<file path="src/rtl/systolic_feeder_2x2_if.sv">
// rtl/systolic_feeder_2x2_if.sv - feeder control, operand RAM and array edge-stream bundle
//
// Groups every non-clock/reset signal of the 2x2 systolic operand feeder.
//   master : the feeder (drives control, RAM address/enable and the edge streams)
//   slave  : the environment (drives start and the RAM read data)
// Members:
//   start                      begin one multiply (sampled only when idle)
//   busy, done                 operation status / one-cycle completion pulse
//   mem_en, mem_addr           shared read port to the A and B operand RAMs
//   a_mem_dout, b_mem_dout     RAM read data, one cycle after the address
//   clr_acc                    one-cycle accumulator clear to all PEs
//   out_valid                  edge-stream beat valid
//   a_row0, a_row1             A edge inputs, rows 0 and 1
//   b_col0, b_col1             B edge inputs, columns 0 and 1

interface systolic_feeder_2x2_if #(
    parameter int DATA_W = 32
);
    logic              start;
    logic              busy;
    logic              done;
    logic              mem_en;
    logic [1:0]        mem_addr;
    logic [DATA_W-1:0] a_mem_dout;
    logic [DATA_W-1:0] b_mem_dout;
    logic              clr_acc;
    logic              out_valid;
    logic [DATA_W-1:0] a_row0;
    logic [DATA_W-1:0] a_row1;
    logic [DATA_W-1:0] b_col0;
    logic [DATA_W-1:0] b_col1;

    modport master (
        input  start,
        input  a_mem_dout,
        input  b_mem_dout,
        output busy,
        output done,
        output mem_en,
        output mem_addr,
        output clr_acc,
        output out_valid,
        output a_row0,
        output a_row1,
        output b_col0,
        output b_col1
    );

    modport slave (
        output start,
        output a_mem_dout,
        output b_mem_dout,
        input  busy,
        input  done,
        input  mem_en,
        input  mem_addr,
        input  clr_acc,
        input  out_valid,
        input  a_row0,
        input  a_row1,
        input  b_col0,
        input  b_col1
    );
endinterface

</file>
<file path="src/rtl/systolic_feeder_2x2.sv">
// rtl/systolic_feeder_2x2.sv - operand feeder for the 2x2 systolic matrix multiplier
//
// On start, reads the 2x2 A and B matrices (row-major, element (r,c) at address
// 2r+c) from two single-port RAMs sharing one address, clears the array
// accumulators, then streams three skewed beats into the array edges. Row 1 of A
// and column 1 of B lag by one beat to match the diagonal dataflow. After
// DRAIN_CYCLES idle cycles a done pulse marks that the array holds C = A*B.
// Ports:
//   clk   system clock, rising edge
//   rst   synchronous active-high reset
//   bus   systolic_feeder_2x2_if.master (control, RAM read port, edge streams)
// All outputs are decoded from registered state only.

module systolic_feeder_2x2 #(
    parameter int DATA_W       = 32,
    parameter int DRAIN_CYCLES = 2
) (
    input  logic                   clk,
    input  logic                   rst,
    systolic_feeder_2x2_if.master  bus
);

    localparam logic [2:0] S_IDLE   = 3'd0;
    localparam logic [2:0] S_LOAD   = 3'd1;
    localparam logic [2:0] S_CLEAR  = 3'd2;
    localparam logic [2:0] S_STREAM = 3'd3;
    localparam logic [2:0] S_DRAIN  = 3'd4;
    localparam logic [2:0] S_DONE   = 3'd5;

    localparam logic [3:0] LOAD_LAST   = 4'd4;
    localparam logic [3:0] STREAM_LAST = 4'd2;
    localparam logic [3:0] DRAIN_LAST  = 4'(DRAIN_CYCLES - 1);

    logic [2:0]        state_q, state_d;
    // Shared step counter: load index k, stream beat t, or drain cycle.
    logic [3:0]        cnt_q, cnt_d;
    // Operand registers, row-major: [0]=(0,0) [1]=(0,1) [2]=(1,0) [3]=(1,1).
    logic [DATA_W-1:0] a_reg_q [4];
    logic [DATA_W-1:0] b_reg_q [4];

    always_comb begin
        state_d = state_q;
        cnt_d   = cnt_q;
        case (state_q)
            S_IDLE: begin
                if (bus.start) begin
                    state_d = S_LOAD;
                    cnt_d   = 4'd0;
                end
            end
            S_LOAD: begin
                if (cnt_q == LOAD_LAST) begin
                    state_d = S_CLEAR;
                    cnt_d   = 4'd0;
                end else begin
                    cnt_d = cnt_q + 4'd1;
                end
            end
            S_CLEAR: begin
                state_d = S_STREAM;
                cnt_d   = 4'd0;
            end
            S_STREAM: begin
                if (cnt_q == STREAM_LAST) begin
                    state_d = S_DRAIN;
                    cnt_d   = 4'd0;
                end else begin
                    cnt_d = cnt_q + 4'd1;
                end
            end
            S_DRAIN: begin
                if (cnt_q == DRAIN_LAST) begin
                    state_d = S_DONE;
                    cnt_d   = 4'd0;
                end else begin
                    cnt_d = cnt_q + 4'd1;
                end
            end
            S_DONE: begin
                state_d = S_IDLE;
                cnt_d   = 4'd0;
            end
            default: begin
                state_d = S_IDLE;
                cnt_d   = 4'd0;
            end
        endcase
    end

    always_ff @(posedge clk) begin
        if (rst) begin
            state_q <= S_IDLE;
            cnt_q   <= 4'd0;
            for (int i = 0; i < 4; i++) begin
                a_reg_q[i] <= '0;
                b_reg_q[i] <= '0;
            end
        end else begin
            state_q <= state_d;
            cnt_q   <= cnt_d;
            // RAM data for address k-1 arrives during load step k (1-cycle latency).
            // At k=4 the low bits wrap to 0, so k-1 lands on index 3.
            if (state_q == S_LOAD && cnt_q != 4'd0) begin
                a_reg_q[cnt_q[1:0] - 2'd1] <= bus.a_mem_dout;
                b_reg_q[cnt_q[1:0] - 2'd1] <= bus.b_mem_dout;
            end
        end
    end

    logic load_rd;
    assign load_rd = (state_q == S_LOAD) && (cnt_q < LOAD_LAST);

    assign bus.busy      = (state_q != S_IDLE);
    assign bus.done      = (state_q == S_DONE);
    assign bus.mem_en    = load_rd;
    assign bus.mem_addr  = load_rd ? cnt_q[1:0] : 2'd0;
    assign bus.clr_acc   = (state_q == S_CLEAR);
    assign bus.out_valid = (state_q == S_STREAM);

    // Skewed edge beats: row0/col0 carry index t, row1/col1 carry index t-1;
    // indices outside 0..1 drive zero, as does every non-stream cycle.
    always_comb begin
        bus.a_row0 = '0;
        bus.a_row1 = '0;
        bus.b_col0 = '0;
        bus.b_col1 = '0;
        if (state_q == S_STREAM) begin
            case (cnt_q)
                4'd0: begin
                    bus.a_row0 = a_reg_q[0];
                    bus.b_col0 = b_reg_q[0];
                end
                4'd1: begin
                    bus.a_row0 = a_reg_q[1];
                    bus.a_row1 = a_reg_q[2];
                    bus.b_col0 = b_reg_q[2];
                    bus.b_col1 = b_reg_q[1];
                end
                4'd2: begin
                    bus.a_row1 = a_reg_q[3];
                    bus.b_col1 = b_reg_q[3];
                end
                default: begin
                    bus.a_row0 = '0;
                end
            endcase
        end
    end

endmodule

</file>
<file path="src/flat_wrapper.sv">
// flat-port wrapper written by rule: the top's interface ports become plain ports
module systolic_feeder_2x2_flat 
#(
    parameter int DATA_W       = 32,
    parameter int DRAIN_CYCLES = 2
)
  (clk, rst, bus_start, bus_a_mem_dout, bus_b_mem_dout, bus_busy, bus_done, bus_mem_en, bus_mem_addr, bus_clr_acc, bus_out_valid, bus_a_row0, bus_a_row1, bus_b_col0, bus_b_col1);
  systolic_feeder_2x2_if #(.DATA_W(DATA_W)) bus_i ();
  input  logic clk;
  input  logic rst;
  input wire logic [$bits(bus_i.start)-1:0] bus_start;
  input wire logic [$bits(bus_i.a_mem_dout)-1:0] bus_a_mem_dout;
  input wire logic [$bits(bus_i.b_mem_dout)-1:0] bus_b_mem_dout;
  output wire logic [$bits(bus_i.busy)-1:0] bus_busy;
  output wire logic [$bits(bus_i.done)-1:0] bus_done;
  output wire logic [$bits(bus_i.mem_en)-1:0] bus_mem_en;
  output wire logic [$bits(bus_i.mem_addr)-1:0] bus_mem_addr;
  output wire logic [$bits(bus_i.clr_acc)-1:0] bus_clr_acc;
  output wire logic [$bits(bus_i.out_valid)-1:0] bus_out_valid;
  output wire logic [$bits(bus_i.a_row0)-1:0] bus_a_row0;
  output wire logic [$bits(bus_i.a_row1)-1:0] bus_a_row1;
  output wire logic [$bits(bus_i.b_col0)-1:0] bus_b_col0;
  output wire logic [$bits(bus_i.b_col1)-1:0] bus_b_col1;
  assign bus_i.start = bus_start;
  assign bus_i.a_mem_dout = bus_a_mem_dout;
  assign bus_i.b_mem_dout = bus_b_mem_dout;
  assign bus_busy = bus_i.busy;
  assign bus_done = bus_i.done;
  assign bus_mem_en = bus_i.mem_en;
  assign bus_mem_addr = bus_i.mem_addr;
  assign bus_clr_acc = bus_i.clr_acc;
  assign bus_out_valid = bus_i.out_valid;
  assign bus_a_row0 = bus_i.a_row0;
  assign bus_a_row1 = bus_i.a_row1;
  assign bus_b_col0 = bus_i.b_col0;
  assign bus_b_col1 = bus_i.b_col1;
  systolic_feeder_2x2 #(.DATA_W(DATA_W), .DRAIN_CYCLES(DRAIN_CYCLES)) u_core (.clk(clk), .rst(rst), .bus(bus_i));
endmodule
</file>
<file path="config.mk">
export PLATFORM = sky130hd
export DESIGN_NAME = systolic_feeder_2x2_flat
export DESIGN_NICKNAME = d
export VERILOG_FILES = /design/src/rtl/systolic_feeder_2x2_if.sv /design/src/rtl/systolic_feeder_2x2.sv /design/src/flat_wrapper.sv
export SDC_FILE = /design/constraint.sdc
export NUM_CORES = 1
export LEC_CHECK = 0
export ABC_AREA = 1
export BUFFER_PORTS_ARGS = -buffer_cell sky130_fd_sc_hd__buf_2
export CAP_MARGIN = 20
export CORE_MARGIN = 1
export CORE_UTILIZATION = 45
export DETAILED_ROUTE_END_ITERATION = 16
export PLACE_DENSITY = 0.66
export SYNTH_ARGS = -nofsm -noshare
export SYNTH_HDL_FRONTEND = slang
export SYNTH_SLANG_ARGS = --single-unit
export TNS_END_PERCENT = 30
</file>
<file path="constraint.sdc">
create_clock -name clk -period 7 [get_ports clk]
set_input_delay 1.4 -clock clk [delete_from_list [all_inputs] [get_ports clk]]
set_output_delay 1.4 -clock clk [all_outputs]
set_load 0.1 [all_outputs]
</file>
### Yosys cells after proc, flatten, opt, wreduce, memory -nomap -nowiden

Memory sizes are Yosys's and may differ from the RTL's.
Cells that the tools add are included.

| storage, ports and cells | value |
|---|---|
| input port bits | 67 |
| memory bits (writable) | 256 |
| bits in registers | 7 |
| memories | 2 |
| output and inout port bits | 135 |
| word-level logic and storage cells | 58 |

| cells by class | value |
|---|---|
| $lt $le $gt $ge | 1 |
| eq/ne operators | 12 |
| add/subtract/negate cells | 2 |
| reduce and logical (&&, ||, !) cells | 9 |
| mux-type cells | 30 |

Memories:

| name | words | width | rd ports | clocked after Yosys merged registers in | write ports | RTL line | text |
|---|---|---|---|---|---|---|---|
| u_core.a_reg_q | 4 | 32 | 4 | 0 | 4 | systolic_feeder_2x2.sv:38 | `logic [DATA_W-1:0] a_reg_q [4];` |
| u_core.b_reg_q | 4 | 32 | 4 | 0 | 4 | systolic_feeder_2x2.sv:39 | `logic [DATA_W-1:0] b_reg_q [4];` |

Operators by type and width:

| operator | number |
|---|---|
| $pmux W32 S2 | 4 |
| $mux W32 | 6 |
| $reduce_or A32 Y1 | 2 |
| $mux W4 | 4 |
| $pmux W4 S4 | 1 |
| $pmux W3 S5 | 1 |
| $mux W3 | 4 |
| $mux W1 | 7 |
| $eq A3 B2 Y1 const B | 2 |
| $eq A3 B3 Y1 const B | 2 |
| $mux W2 | 3 |
| $ne A2 B1 Y1 const B | 3 |
| $add A4 B1 Y4 const B | 1 |
| $eq A4 B1 Y1 const B | 1 |
| $eq A4 B2 Y1 const B | 1 |
| $eq A4 B3 Y1 const B | 1 |
| $logic_not A4 Y1 | 1 |
| $lt A4 B3 Y1 const B | 1 |
| $reduce_and A4 Y1 | 1 |
| $reduce_bool A4 Y1 | 1 |
| $eq A3 B1 Y1 const B | 1 |
| $logic_not A3 Y1 | 1 |
| $reduce_bool A3 Y1 | 1 |
| $logic_and A1 B1 Y1 | 2 |
| 2 further kinds | 2 |

### Logic depth before layout (Yosys ltp)

| logic depth | value |
|---|---|
| depth after elaboration | 7 |
| mapped depth | 9 |
| depth with buffers taken out | 9 |

### Worst setup path before layout

No wires, ideal clock.

| path | value |
|---|---|
| path kind | reg-to-output |
| start point | register u_core.cnt_q[3] |
| end point | output bus_mem_addr[0] |
| path buffers | 1 |
| data required time | 5.600 ns |
| setup slack | 2.072 ns |
| data arrival time | 3.528 ns |
| stages on the path, launching flop included | 7 |
| cell sequence | dfxtp_1 nor2_1 buf_2 inv_1 nor2_1 inv_1 nor2_1 |

| on the way | value |
|---|---|
| cells in the longest elaborated chain, start to end | 3 |

Ends and longest elaborated chain:

| element | RTL line | text |
|---|---|---|
| start, declared | systolic_feeder_2x2.sv:36 | `logic [3:0] cnt_q, cnt_d;` |
| start signal, assigned | systolic_feeder_2x2.sv:100 | `cnt_q <= cnt_d;` |
| $lt A4 B3 Y1 | systolic_feeder_2x2.sv:111 | `assign load_rd = (state_q == S_LOAD) && (cnt_q < LOAD_LAST);` |
| $logic_and A1 B1 Y1 | systolic_feeder_2x2.sv:111 |  |
| via bus_mem_en | flat_wrapper.sv:16 | `output wire logic [$bits(bus_i.mem_en)-1:0] bus_mem_en;` |
| $mux W2 | systolic_feeder_2x2.sv:116 | `assign bus.mem_addr = load_rd ? cnt_q[1:0] : 2'd0;` |
| end, declared | flat_wrapper.sv:17 | `output wire logic [$bits(bus_i.mem_addr)-1:0] bus_mem_addr;` |

The timed path passes the listed nets, and every way through them passes these cells.

### Worst setup path in the final report

| path | value |
|---|---|
| start point | register u_core.cnt_q[2] |
| end point | output bus_a_row0[30] |

| on the way | value |
|---|---|
| cells in the longest elaborated chain, start to end | 3 |
| elaborated cells between the ends (all ways) | 4 |
| those cells by class | eq/ne: 1; mux: 2; reduce/logical: 1 |

Ends and longest elaborated chain:

| element | RTL line | text |
|---|---|---|
| $eq A4 B1 Y1 or $logic_not A4 Y1 (tied branches) | systolic_feeder_2x2.sv:128 | `case (cnt_q)` |
| $pmux W32 S2 (*) | systolic_feeder_2x2.sv:128 |  |
| $mux W32 (*) | systolic_feeder_2x2.sv:127 | `if (state_q == S_STREAM) begin` |
| end, declared | flat_wrapper.sv:20 | `output wire logic [$bits(bus_i.a_row0)-1:0] bus_a_row0;` |

Mark *: on every way between the ends. The rest lies on a longest branch, timed or not.

==> impl_metrics.env <==
export IMPL_run_status="finished, final reports clean"
export IMPL_synthCells=1136
export IMPL_num_rows=58
export IMPL_dpl_cell_area_um2=12700
export IMPL_wire_per_inst_um=17.7
export IMPL_drtPass1Iterations=5
export IMPL_final_instance_count_excl_fill=1650
export IMPL_relSlewSlack_pct=30.0
export IMPL_hold_class="reg -> reg"
export IMPL_synth_top_area_cell="edfxtp_1"
export IMPL_remaining_drc_errors=0
export IMPL_cp_max_fo=36
export IMPL_synth_async_reset_ratio_pct=0
export IMPL_grt_pass1_vias=8212
export IMPL_ys_warn_count=0
export IMPL_post_synth_top_count_cell="edfxtp_1"
export IMPL_synth_area_top_cells="edfxtp_1 66%, nor2_1 7.9%, nand2_1 7.3%"
export IMPL_grt_max_degree=104
export IMPL_core_area_um2=25300
export IMPL_power_per_cell_area_nw_per_um2=271
export IMPL_cts_tree="built"
export IMPL_die_area_um2=26400
export IMPL_setup_tns_ns=0
export IMPL_floorplan_initialDensity_pct=45.9
export IMPL_worst_setup_path_type="reg -> out"
export IMPL_synth_edff_count=256
export IMPL_finalSetupViolations=0
export IMPL_routed_wl_um=29200
export IMPL_numCtsBuffers=28
export IMPL_clock_latency_ns=0.53
export IMPL_fmax_mhz=203
export IMPL_synth_top_cell_area_share_pct=66.3
export IMPL_grtUsageTotal_pct=22.1
export IMPL_die_w_um=163
export IMPL_vias=8592
export IMPL_post_cts_buffers=0
export IMPL_fin_area_um2=13600
export IMPL_drt_iter0_drc=670
export IMPL_dp_cells=1598
export IMPL_layout_min_cycle_time_ns=4.93
export IMPL_timing_critical_path_required_ns=5.60
export IMPL_period_share_pct=70.4
export IMPL_cp_arrival_ns=3.53
export IMPL_rsz0062_at_grt="false"
export IMPL_worstMarginPinSlew_ns=1.05
export IMPL_via_per_inst=5.21
export IMPL_area_delta_synth_final_pct=17.3
export IMPL_slew_viol_final=0
export IMPL_grt_pass1_wl_um=45000
export IMPL_overflow=0
export IMPL_place_gp_congestion=0.827
export IMPL_dp_hpwl_um=16200
export IMPL_cts_hold_buf=0
export IMPL_die_h_um=163
export IMPL_maxCapViolCount=0
export IMPL_synth_flop_cell="edfxtp_1"
export IMPL_cp_slowest_cell="inv_2"
export IMPL_h_tree_depth=1
export IMPL_filler_cell_count=2276
export IMPL_yosys_cell_types_count=27
export IMPL_fin_skew_ns=0.0102
export IMPL_diodes=0
export IMPL_syn_avg_cell_area_um2=10.2
export IMPL_synth_seq_area_share_pct=67.5
export IMPL_synthesis_area_um2=11600
export IMPL_ios=202
export IMPL_finalHoldViolCount=0
export IMPL_path_delay_family="buffers and inverters"
export IMPL_clkSinkCount=263
export IMPL_peakVddDrop_uv=144
export IMPL_max_stage_delay_ns=0.52
export IMPL_clk_pin_slew_ns=0.06
export IMPL_worst_hold_slack_ns=0.564
export IMPL_p_leak_nw=5.64
export IMPL_syn_num_nets=1207
export IMPL_ant_nets=0
export IMPL_critPathLaunchType="register"
export IMPL_finalNetCount=1370
export IMPL_critPathBufInv=3
export IMPL_drive_gt1_share_pct=20.0
export IMPL_cts_root_buf="clkbuf_16"
export IMPL_worstSetupEndpointType="primary output"
export IMPL_ys_top_cells_by_count="256 x edfxtp_1, 245 x nor2_1, 224 x nand2_1"
export IMPL_crit_chain="nor2_4, nand2_1, inv_2, buf_4, nand2_1, a21oi_1, buf_2"
export IMPL_ys_ff_latch=263
export IMPL_antenna_found_initial=0
export IMPL_cts_root_to_sink_buffers=3
export IMPL_ctsResizeCount=0
export IMPL_port_buffers=201
export IMPL_crit_top_cell="nand2_1"
export IMPL_post_route_util_pct=53.9
-- worst register-to-register path, stage by stage (launching register included) --
cell and delay [ns]:
dfxtp_1 0.36, nor2_4 0.46, nand2_1 0.27, nand3_4 0.16, nor2_2 0.07, nand2_4 0.66
nand2_4 0.82
-- final cells by class --
| type | count | area [um^2] | share of cell area [%] |
|---|---|---|---|
| sequential | 263 | 7830 | 57.5 |
| multi-input combinational | 713 | 3110 | 22.9 |
| timing repair buffer | 210 | 1090 | 8.04 |
| clock buffer | 36 | 752 | 5.53 |
| tap | 330 | 413 | 3.04 |
| inverter | 83 | 314 | 2.31 |
| clock inverter | 15 | 95.1 | 0.699 |
-- layout by cell type, fill, tap and decap left out, drive strengths merged, types with 3 or more instances in the layout --
cell type    n
clkinv      13
a21oi      131
ha           4
clkbuf      36
o21ai        3
dfxtp        7
nand2      225
nor2       247
edfxtp     256
buf        210
inv         82
nor3        25
nand3       70
-- report_power, final --
group	internal [mW]	switching, mW
Clock	0.789	0.586
Sequential	1.81	0.0277
Combinational	0.0850	0.388
-- registers in the layout, summed over array words and instances, names as in the netlist --
signal and flops:
u_core.cnt_q 4, u_core.state_q 3, u_core.a_reg_q 128, u_core.b_reg_q 128
-- logic make-up (layout without fill, tap and decap cells) --
family / after synthesis / in the layout / synth area share [%]
compound gates: 136 / 136 / 5.89
buf+inv: 160 / 344 / 6.23
fa+ha+maj: 4 / 4 / 0.432
flops: 263 / 263 / 67.5
xor+xnor: 1 / 1 / 0.0755
simple gates: 572 / 572 / 19.9
-- per-stage QoR --
step / setup slack, ns / power, mW
floorplan: 2.07 / 2.21
global placement: 2.59 / 2.34
detailed placement: 2.52 / 2.35
CTS: 1.93 / 3.71
global route: 1.87 / 3.82
finish: 2.07 / 3.69
-- path summary, 6_finish.rpt --
path	start	slack (ns)	end	cells after the start
hold reg to reg	u_core.cnt_q[1]$_SDFFE_PP0N_	0.56	u_core.cnt_q[1]$_SDFFE_PP0N_	2
setup reg to reg	u_core.cnt_q[2]$_SDFFE_PP0N_	3.63	u_core.a_reg_q[2][22]$_SDFFCE_PN0P_	6
hold / removal	u_core.cnt_q[1]$_SDFFE_PP0N_	0.56	u_core.cnt_q[1]$_SDFFE_PP0N_	2
setup / recovery	u_core.cnt_q[2]$_SDFFE_PP0N_	2.07	bus_a_row0[30]	7
-- per-layer routing --
metal  GRT usage (%)  share of wire, %  vias up  wire (um)
li1                -                 -     4098          -
met1            30.9                43     4116      12600
met2            36.6                48      342      14000
met3            2.95               7.5       36       2190
met4            4.89               1.6        0        469
met5               0                 0        -          0
Power figures use the tool's default switching activity.
